[config.mk]
export PLATFORM = sky130hd
export DESIGN_NAME = mult_dual_sched
export DESIGN_NICKNAME = d
export VERILOG_FILES = /design/src/rtl/mult_sched_pkg.sv /design/src/rtl/mult_result_fifo.sv /design/src/rtl/mult_dual_sched.sv
export SDC_FILE = /design/constraint.sdc
export NUM_CORES = 1
export LEC_CHECK = 0
export CORE_AREA = 2 2 300 302
export DETAILED_ROUTE_END_ITERATION = 8
export DIE_AREA = 0 0 302 304
export MAX_ROUTING_LAYER = met4
export PLACE_DENSITY = 0.71
export SLEW_MARGIN = 10
export SYNTH_ARGS = -nofsm -noshare
export SYNTH_HDL_FRONTEND = slang
export SYNTH_SLANG_ARGS = --single-unit
[constraint.sdc]
create_clock -name clk_in -period 10.05 [get_ports clk_in]
set_clock_uncertainty 0.1 [all_clocks]
set_input_delay 1.5075 -clock clk_in [delete_from_list [all_inputs] [get_ports clk_in]]
set_output_delay 1.5075 -clock clk_in [all_outputs]
set_load 0.03 [all_outputs]
[src/rtl/mult_sched_pkg.sv]
// rtl/mult_sched_pkg.sv - shared constants and types for the dual-channel multiplier scheduler
//
// Contents:
//   WIDTH / PWIDTH  operand width and full product width
//   ch_t            channel id (CH_A, CH_B)
//   tag_t           per-issue tag {valid, ch} carried alongside the multiplier pipeline
package mult_sched_pkg;

    localparam int WIDTH  = 64;
    localparam int PWIDTH = 2 * WIDTH;

    typedef enum logic {
        CH_A = 1'b0,
        CH_B = 1'b1
    } ch_t;

    typedef struct packed {
        logic valid;
        ch_t  ch;
    } tag_t;

endpackage

[src/rtl/mult_result_fifo.sv]
// rtl/mult_result_fifo.sv - first-word-fall-through result FIFO with occupancy count
//
// Ports:
//   clk_in, rst_n       clock, asynchronous active-low reset
//   i_wr_en, i_wr_data  push one product (caller guarantees the FIFO is not full)
//   o_valid, i_ready    head entry valid / consumed; pop on o_valid & i_ready
//   o_data              head entry, zero while empty
//   o_count             registered occupancy, 0..FIFO_DEPTH
module mult_result_fifo #(
    parameter int PWIDTH     = 128,
    parameter int FIFO_DEPTH = 4
) (
    input  logic                            clk_in,
    input  logic                            rst_n,
    input  logic                            i_wr_en,
    input  logic [PWIDTH-1:0]               i_wr_data,
    output logic                            o_valid,
    input  logic                            i_ready,
    output logic [PWIDTH-1:0]               o_data,
    output logic [$clog2(FIFO_DEPTH+1)-1:0] o_count
);

    localparam int AW = $clog2(FIFO_DEPTH);
    localparam int CW = $clog2(FIFO_DEPTH + 1);

    logic [PWIDTH-1:0] r_mem [FIFO_DEPTH];
    logic [AW-1:0]     r_wr_ptr;
    logic [AW-1:0]     r_rd_ptr;
    logic [CW-1:0]     r_count;
    logic              w_pop;

    assign w_pop   = (r_count != '0) && i_ready;
    assign o_valid = (r_count != '0);
    // Gate the head so the output reads zero while empty, including in reset.
    assign o_data  = (r_count != '0) ? r_mem[r_rd_ptr] : '0;
    assign o_count = r_count;

    // Storage carries no reset; only the pointers and count define validity.
    always_ff @(posedge clk_in) begin
        if (i_wr_en) begin
            r_mem[r_wr_ptr] <= i_wr_data;
        end
    end

    // Depth is a power of two, so the pointers wrap naturally.
    always_ff @(posedge clk_in or negedge rst_n) begin
        if (!rst_n) begin
            r_wr_ptr <= '0;
            r_rd_ptr <= '0;
            r_count  <= '0;
        end else begin
            if (i_wr_en) begin
                r_wr_ptr <= r_wr_ptr + AW'(1);
            end
            if (w_pop) begin
                r_rd_ptr <= r_rd_ptr + AW'(1);
            end
            if (i_wr_en && !w_pop) begin
                r_count <= r_count + CW'(1);
            end else if (!i_wr_en && w_pop) begin
                r_count <= r_count - CW'(1);
            end
        end
    end

endmodule

[src/rtl/mult_dual_sched.sv]
// rtl/mult_dual_sched.sv - round-robin scheduler sharing one pipelined multiplier between two channels
//
// Ports:
//   clk_in, rst_n                    clock, asynchronous active-low reset
//   a_valid/a_ready, a_x/a_y         channel A operand handshake and operands
//   a_p_valid/a_p_ready, a_p         channel A result handshake and product
//   b_*                              same for channel B
//   mul_x/mul_y, mul_clk_en, mul_p   interface to the external MUL_LAT-cycle multiplier
//   busy                             any product in flight or buffered
module mult_dual_sched #(
    parameter int WIDTH      = mult_sched_pkg::WIDTH,
    parameter int MUL_LAT    = 4,
    parameter int FIFO_DEPTH = 4
) (
    input  logic                 clk_in,
    input  logic                 rst_n,
    input  logic                 a_valid,
    output logic                 a_ready,
    input  logic [WIDTH-1:0]     a_x,
    input  logic [WIDTH-1:0]     a_y,
    output logic                 a_p_valid,
    input  logic                 a_p_ready,
    output logic [2*WIDTH-1:0]   a_p,
    input  logic                 b_valid,
    output logic                 b_ready,
    input  logic [WIDTH-1:0]     b_x,
    input  logic [WIDTH-1:0]     b_y,
    output logic                 b_p_valid,
    input  logic                 b_p_ready,
    output logic [2*WIDTH-1:0]   b_p,
    output logic [WIDTH-1:0]     mul_x,
    output logic [WIDTH-1:0]     mul_y,
    output logic                 mul_clk_en,
    input  logic [2*WIDTH-1:0]   mul_p,
    output logic                 busy
);

    import mult_sched_pkg::*;

    localparam int PW  = 2 * WIDTH;
    localparam int FCW = $clog2(FIFO_DEPTH + 1);
    localparam int IW  = $clog2(MUL_LAT + 1);
    localparam int SW  = ((FCW > IW) ? FCW : IW) + 1;

    logic           r_run;
    ch_t            r_last_grant;
    tag_t           r_tag [MUL_LAT];
    logic [IW-1:0]  r_inflight_a;
    logic [IW-1:0]  r_inflight_b;

    logic [FCW-1:0] w_count_a;
    logic [FCW-1:0] w_count_b;
    logic [SW-1:0]  w_used_a;
    logic [SW-1:0]  w_used_b;
    logic           w_elig_a;
    logic           w_elig_b;
    logic           w_grant_a;
    logic           w_grant_b;
    logic           w_grant_any;
    ch_t            w_grant_ch;
    logic           w_ret_a;
    logic           w_ret_b;
    logic           w_tags_busy;

    // Credit is judged only from registered counts, so nothing on the result
    // side (X_p_ready) reaches X_ready combinationally.
    assign w_used_a = SW'(w_count_a) + SW'(r_inflight_a);
    assign w_used_b = SW'(w_count_b) + SW'(r_inflight_b);

    // r_run holds off all grants until the first edge after reset release.
    assign w_elig_a = r_run && a_valid && (w_used_a < SW'(FIFO_DEPTH));
    assign w_elig_b = r_run && b_valid && (w_used_b < SW'(FIFO_DEPTH));

    always_comb begin
        w_grant_a = 1'b0;
        w_grant_b = 1'b0;
        if (w_elig_a && w_elig_b) begin
            if (r_last_grant == CH_A) begin
                w_grant_b = 1'b1;
            end else begin
                w_grant_a = 1'b1;
            end
        end else begin
            w_grant_a = w_elig_a;
            w_grant_b = w_elig_b;
        end
    end

    assign w_grant_any = w_grant_a || w_grant_b;
    assign w_grant_ch  = w_grant_b ? CH_B : CH_A;

    assign a_ready    = w_grant_a;
    assign b_ready    = w_grant_b;
    assign mul_x      = w_grant_a ? a_x : (w_grant_b ? b_x : '0);
    assign mul_y      = w_grant_a ? a_y : (w_grant_b ? b_y : '0);
    assign mul_clk_en = r_run;

    // The tag leaving the pipe lines up with mul_p for the same issue.
    assign w_ret_a = r_tag[MUL_LAT-1].valid && (r_tag[MUL_LAT-1].ch == CH_A);
    assign w_ret_b = r_tag[MUL_LAT-1].valid && (r_tag[MUL_LAT-1].ch == CH_B);

    always_ff @(posedge clk_in or negedge rst_n) begin
        if (!rst_n) begin
            r_run        <= 1'b0;
            r_last_grant <= CH_B;
            r_inflight_a <= '0;
            r_inflight_b <= '0;
            for (int i = 0; i < MUL_LAT; i++) begin
                r_tag[i] <= '0;
            end
        end else begin
            r_run <= 1'b1;
            if (w_grant_any) begin
                r_last_grant <= w_grant_ch;
            end
            r_tag[0] <= tag_t'{valid: w_grant_any, ch: w_grant_ch};
            for (int i = 1; i < MUL_LAT; i++) begin
                r_tag[i] <= r_tag[i-1];
            end
            if (w_grant_a && !w_ret_a) begin
                r_inflight_a <= r_inflight_a + IW'(1);
            end else if (!w_grant_a && w_ret_a) begin
                r_inflight_a <= r_inflight_a - IW'(1);
            end
            if (w_grant_b && !w_ret_b) begin
                r_inflight_b <= r_inflight_b + IW'(1);
            end else if (!w_grant_b && w_ret_b) begin
                r_inflight_b <= r_inflight_b - IW'(1);
            end
        end
    end

    always_comb begin
        w_tags_busy = 1'b0;
        for (int i = 0; i < MUL_LAT; i++) begin
            w_tags_busy = w_tags_busy | r_tag[i].valid;
        end
    end

    assign busy = w_tags_busy || (w_count_a != '0) || (w_count_b != '0);

    mult_result_fifo #(
        .PWIDTH     (PW),
        .FIFO_DEPTH (FIFO_DEPTH)
    ) u_fifo_a (
        .clk_in    (clk_in),
        .rst_n     (rst_n),
        .i_wr_en   (w_ret_a),
        .i_wr_data (mul_p),
        .o_valid   (a_p_valid),
        .i_ready   (a_p_ready),
        .o_data    (a_p),
        .o_count   (w_count_a)
    );

    mult_result_fifo #(
        .PWIDTH     (PW),
        .FIFO_DEPTH (FIFO_DEPTH)
    ) u_fifo_b (
        .clk_in    (clk_in),
        .rst_n     (rst_n),
        .i_wr_en   (w_ret_b),
        .i_wr_data (mul_p),
        .o_valid   (b_p_valid),
        .i_ready   (b_p_ready),
        .o_data    (b_p),
        .o_count   (w_count_b)
    );

endmodule

==> key figures <==
Finish
  – Most common cell after layout, fill and taps aside: edfxtp_1
  – Final Cell Area: about 54000 um^2
  – Flip-flop and latch area: between 30000 and 40000 um^2
  – Commonest non-fill, non-tap cells in the layout: 1024 x edfxtp_1, 779 x clkdlybuf4s50_1, 256 x mux4_2, 256 x and2_1, 128 x a22o_1
  – Area occupied by multi-input gates: 9260 um^2
  – Final Util: 0.603
  – Layout cells sized above 1: 0.161
  – Syn-to-layout area delta: 29.9%
  – Non-Filler Instances: between 4000 and 5000
  – # nets final: 3113
  – Filler cells: between 6000 and 7000

Power and ir drop
  – Comb power frac: 0.035
  – Seq pwr share: 0.547
  – Lkg Pwr: between 15 and 20 nW
  – Sw Pwr: approximately 1.8 mW
  – Clock Power Share: 0.418
  – Pwr/cell area: between 150 and 200 nW/um^2
  – Design Power: roughly 8.8 mW
  – Worst IR drop on VDD: ~0.15 mV
  – Internal power: 7.01 mW
  – Net Sw Frac: 0.203

Placed design
  – Placed cell areas: slightly above 50000 um^2
  – Post-Place Cells: roughly 3800
  – Number of buffers added on ports: 779
  – Gp weighted congestion: 0.991
  – DP Wirelength: 113000 um

Yosys
  – Compound-Gate Fraction of Synth Area: 0.0283
  – Xor/xnor share of the synthesized area: 0.00381
  – Seq/Total Area, Yosys: 0.762
  – Synth Area in Simple Gates: 0.0432
  – Post-Synth Adder-Cell Area: 0.00678
  – Cell area after synthesis: 41300 um^2
  – Yosys warns: 0
  – Avg Inst Size Synth: between 20 and 25 um^2
  – Post-synthesis cell count: 1904
  – Cell variety after synth: 32
  – Seq cells post-synth: between 1000 and 1500
  – Largest family of logic cells by synthesized area: multiplexers
  – Mux contribution to synthesized area: 0.141
  – Mapped Nets: approximately 2300

Worst setup path
  – Worst Setup Start Kind: primary input
  – Crit path cell chain: clkdlybuf4s50_1 -> nand2_1 -> or4_4 -> a211oi_4 -> buf_12 -> buf_4 -> a22o_1 -> clkdlybuf4s50_1
  – Critical Path RT: approximately 8.4 ns
  – Setup CP Type: primary input to output port
  – CP Max Fanout: 90
  – CP Capture Type: output port
  – Delay of the slowest critical-path stage: between 0.8 and 0.9 ns
  – Critical path arrival: 5.18 ns
  – Crit path top cell by count: clkdlybuf4s50_1
  – Slowest cell on crit path: a211oi_4

CTS
  – Clk Latency, worst-skew pair: 0.67 ns
  – Clk root buf: clkbuf_16
  – Cts repair resizes: 0
  – Clk slew on worst S/H paths: roughly 0.060 ns
  – Post-CTS setup buffer count: 0
  – Cts hold-fix bufs: 0
  – CTS tree: built
  – Clock Path Buffers: 3
  – Clock Sinks: around 1100
  – H-tree Lvls: 3
  – CTS buffer count: around 110

Die
  – Initial Utilization: 0.464
  – IO Count: 780
  – Die area: 91800 um^2
  – Die height: 304 um
  – Floorplan core area: around 90000 um^2
  – # rows: 110
  – Die width: 302 um

Route
  – Average wire per standard cell: 39.9 um
  – DRT Wirelength: roughly 160000 um
  – Final ANT Viol Nets: 0
  – Total number of vias: 23300
  – Remaining DRCs: 0
  – Starting DRT DRC Count: 2214
  – Pre-Repair DR Iteration Count: 7
  – Vias per cell: slightly below 6

Timing
  – Fmax: around 150 MHz
  – Final setup viols: 0
  – Min Tclk post-route: between 6 and 7 ns
  – Slew margin rel.: 0.250
  – RSZ-0062 raised after global routing: false
  – Final hold viol count: 0
  – Final Cycle Share: 0.675
  – Slew @ Worst Pin: around 1.1 ns
  – Setup TNS: 0 ns
  – Max-slew violation count: 0

Run
  – Max cap viols: 0

Global routing
  – Largest net degree at the start of global routing: around 110
  – First-pass GRT wire length: roughly 210000 um
  – Remaining global-route overflow: 0
  – Vias in the first global route: about 24000
  – Initial antenna violation count: 51
  – All-Layer GR Usage: 0.360

Outcome
  – Status: finished clean

Worst hold path
  – HP Class: flop to flop
through the flow:
stage / setup slack, ns / hold WS, ns
3_3_place_gp: 3.49 / 0.234
6_report: 3.26 / 0.245
2_1_floorplan: 5.33 / 0.231
4_1_cts: 3.44 / 0.245
5_1_grt: 3.25 / 0.256
3_5_place_dp: 3.45 / 0.241
cell type report:
type / instances / share of cell area
sequential: 1054 / 0.587
multi-input combinational: 722 / 0.172
timing repair buffer: 808 / 0.150
clock buffer: 126 / 0.0508
tap: 1176 / 0.0274
clock inverter: 66 / 0.00907
antenna: 46 / 0.00214
inverter: 11 / 0.000769
worst max-delay path: cells and delay by family:
family,cells,cell delay (ns)
buf+inv,4,1.90
simple gates,2,0.51
compound gates,2,1.08
power by group through the flow:
stage / registers [mW] / clock network, mW / logic [mW]
after floorplan: 4.91 / 0 / 0.000939
after global placement: 4.91 / 0 / 0.299
after detailed placement: 4.91 / 0 / 0.302
after CTS: 4.82 / 3.73 / 0.304
after global routing: 4.82 / 3.91 / 0.309
final: 4.82 / 3.68 / 0.311
worst paths after layout:
path / start / end / slack (ns) / cells past startpoint
max in group asynchronous: rst_n / u_fifo_b.r_rd_ptr[1] / 8.31 / 2
hold / removal: r_tag[4] / r_tag[2] / 0.24 / 0
setup reg to reg: u_fifo_b.o_count[1] / r_inflight_b[2] / 6.32 / 11
min in group asynchronous: rst_n / u_fifo_a.r_rd_ptr[1] / 1.17 / 2
setup / recovery: a_valid / mul_x[60] / 3.26 / 8
hold reg to reg: r_tag[4] / r_tag[2] / 0.24 / 0
sequential cells by signal (all words and copies together), names as in the netlist:
register,count
mul_clk_en,1
r_inflight_a,3
r_inflight_b,3
r_last_grant,1
r_tag,8
u_fifo_a.o_count,3
u_fifo_a.r_mem,512
u_fifo_a.r_rd_ptr,2
u_fifo_a.r_wr_ptr,2
u_fifo_b.o_count,3
u_fifo_b.r_mem,512
u_fifo_b.r_rd_ptr,2
u_fifo_b.r_wr_ptr,2
layer usage:
| layer | vias up | track usage | share of wire |
|---|---|---|---|
| met5 | - | - | 0 |
| li1 | 9494 | - | - |
| met1 | 12300 | 0.362 | 0.32 |
| met3 | 373 | 0.108 | 0.087 |
| met2 | 1221 | 0.553 | 0.48 |
| met4 | 0 | 0.343 | 0.12 |
cells by family after synthesis:
| logic type | after synthesis |
|---|---|
| compound gates | 135 |
| xor+xnor | 18 |
| fa+ha+maj | 20 |
| buf+inv | 128 |
| flops | 1054 |
| mux | 260 |
| other cells | 1 |
| simple gates | 288 |
cells in the mapped netlist:
cell type  count  area share
nand2_1        7     0.00064
or4_1          2     0.00036
o22ai_1        1     0.00015
or4_4          1     0.00027
and3_1         6     0.00091
buf_4          1     0.00018
o21ai_0        3     0.00036
buf_2         40      0.0048
dfstp_2        1     0.00064
conb_1         1    0.000091
inv_1         11      0.0010
o31ai_1        1     0.00018
buf_6         11      0.0030
xor2_1         8      0.0017
or3_1          3     0.00045
nor2b_1        1     0.00015
nor2_1         5     0.00045
a22o_1       128       0.027
o31a_1         1     0.00021
nor4b_2        1     0.00036
ha_1          16      0.0048
mux2_2         4      0.0011
a211oi_2       1     0.00030
edfxtp_1    1024        0.74
and2_1       260       0.039
fa_1           4      0.0019
mux4_2       256        0.14
nand3_1        2     0.00024
xnor2_1       10      0.0021
clkbuf_1      49      0.0045
buf_1         16      0.0015
dfrtp_1       29       0.018
Power figures use the tool's default switching activity.
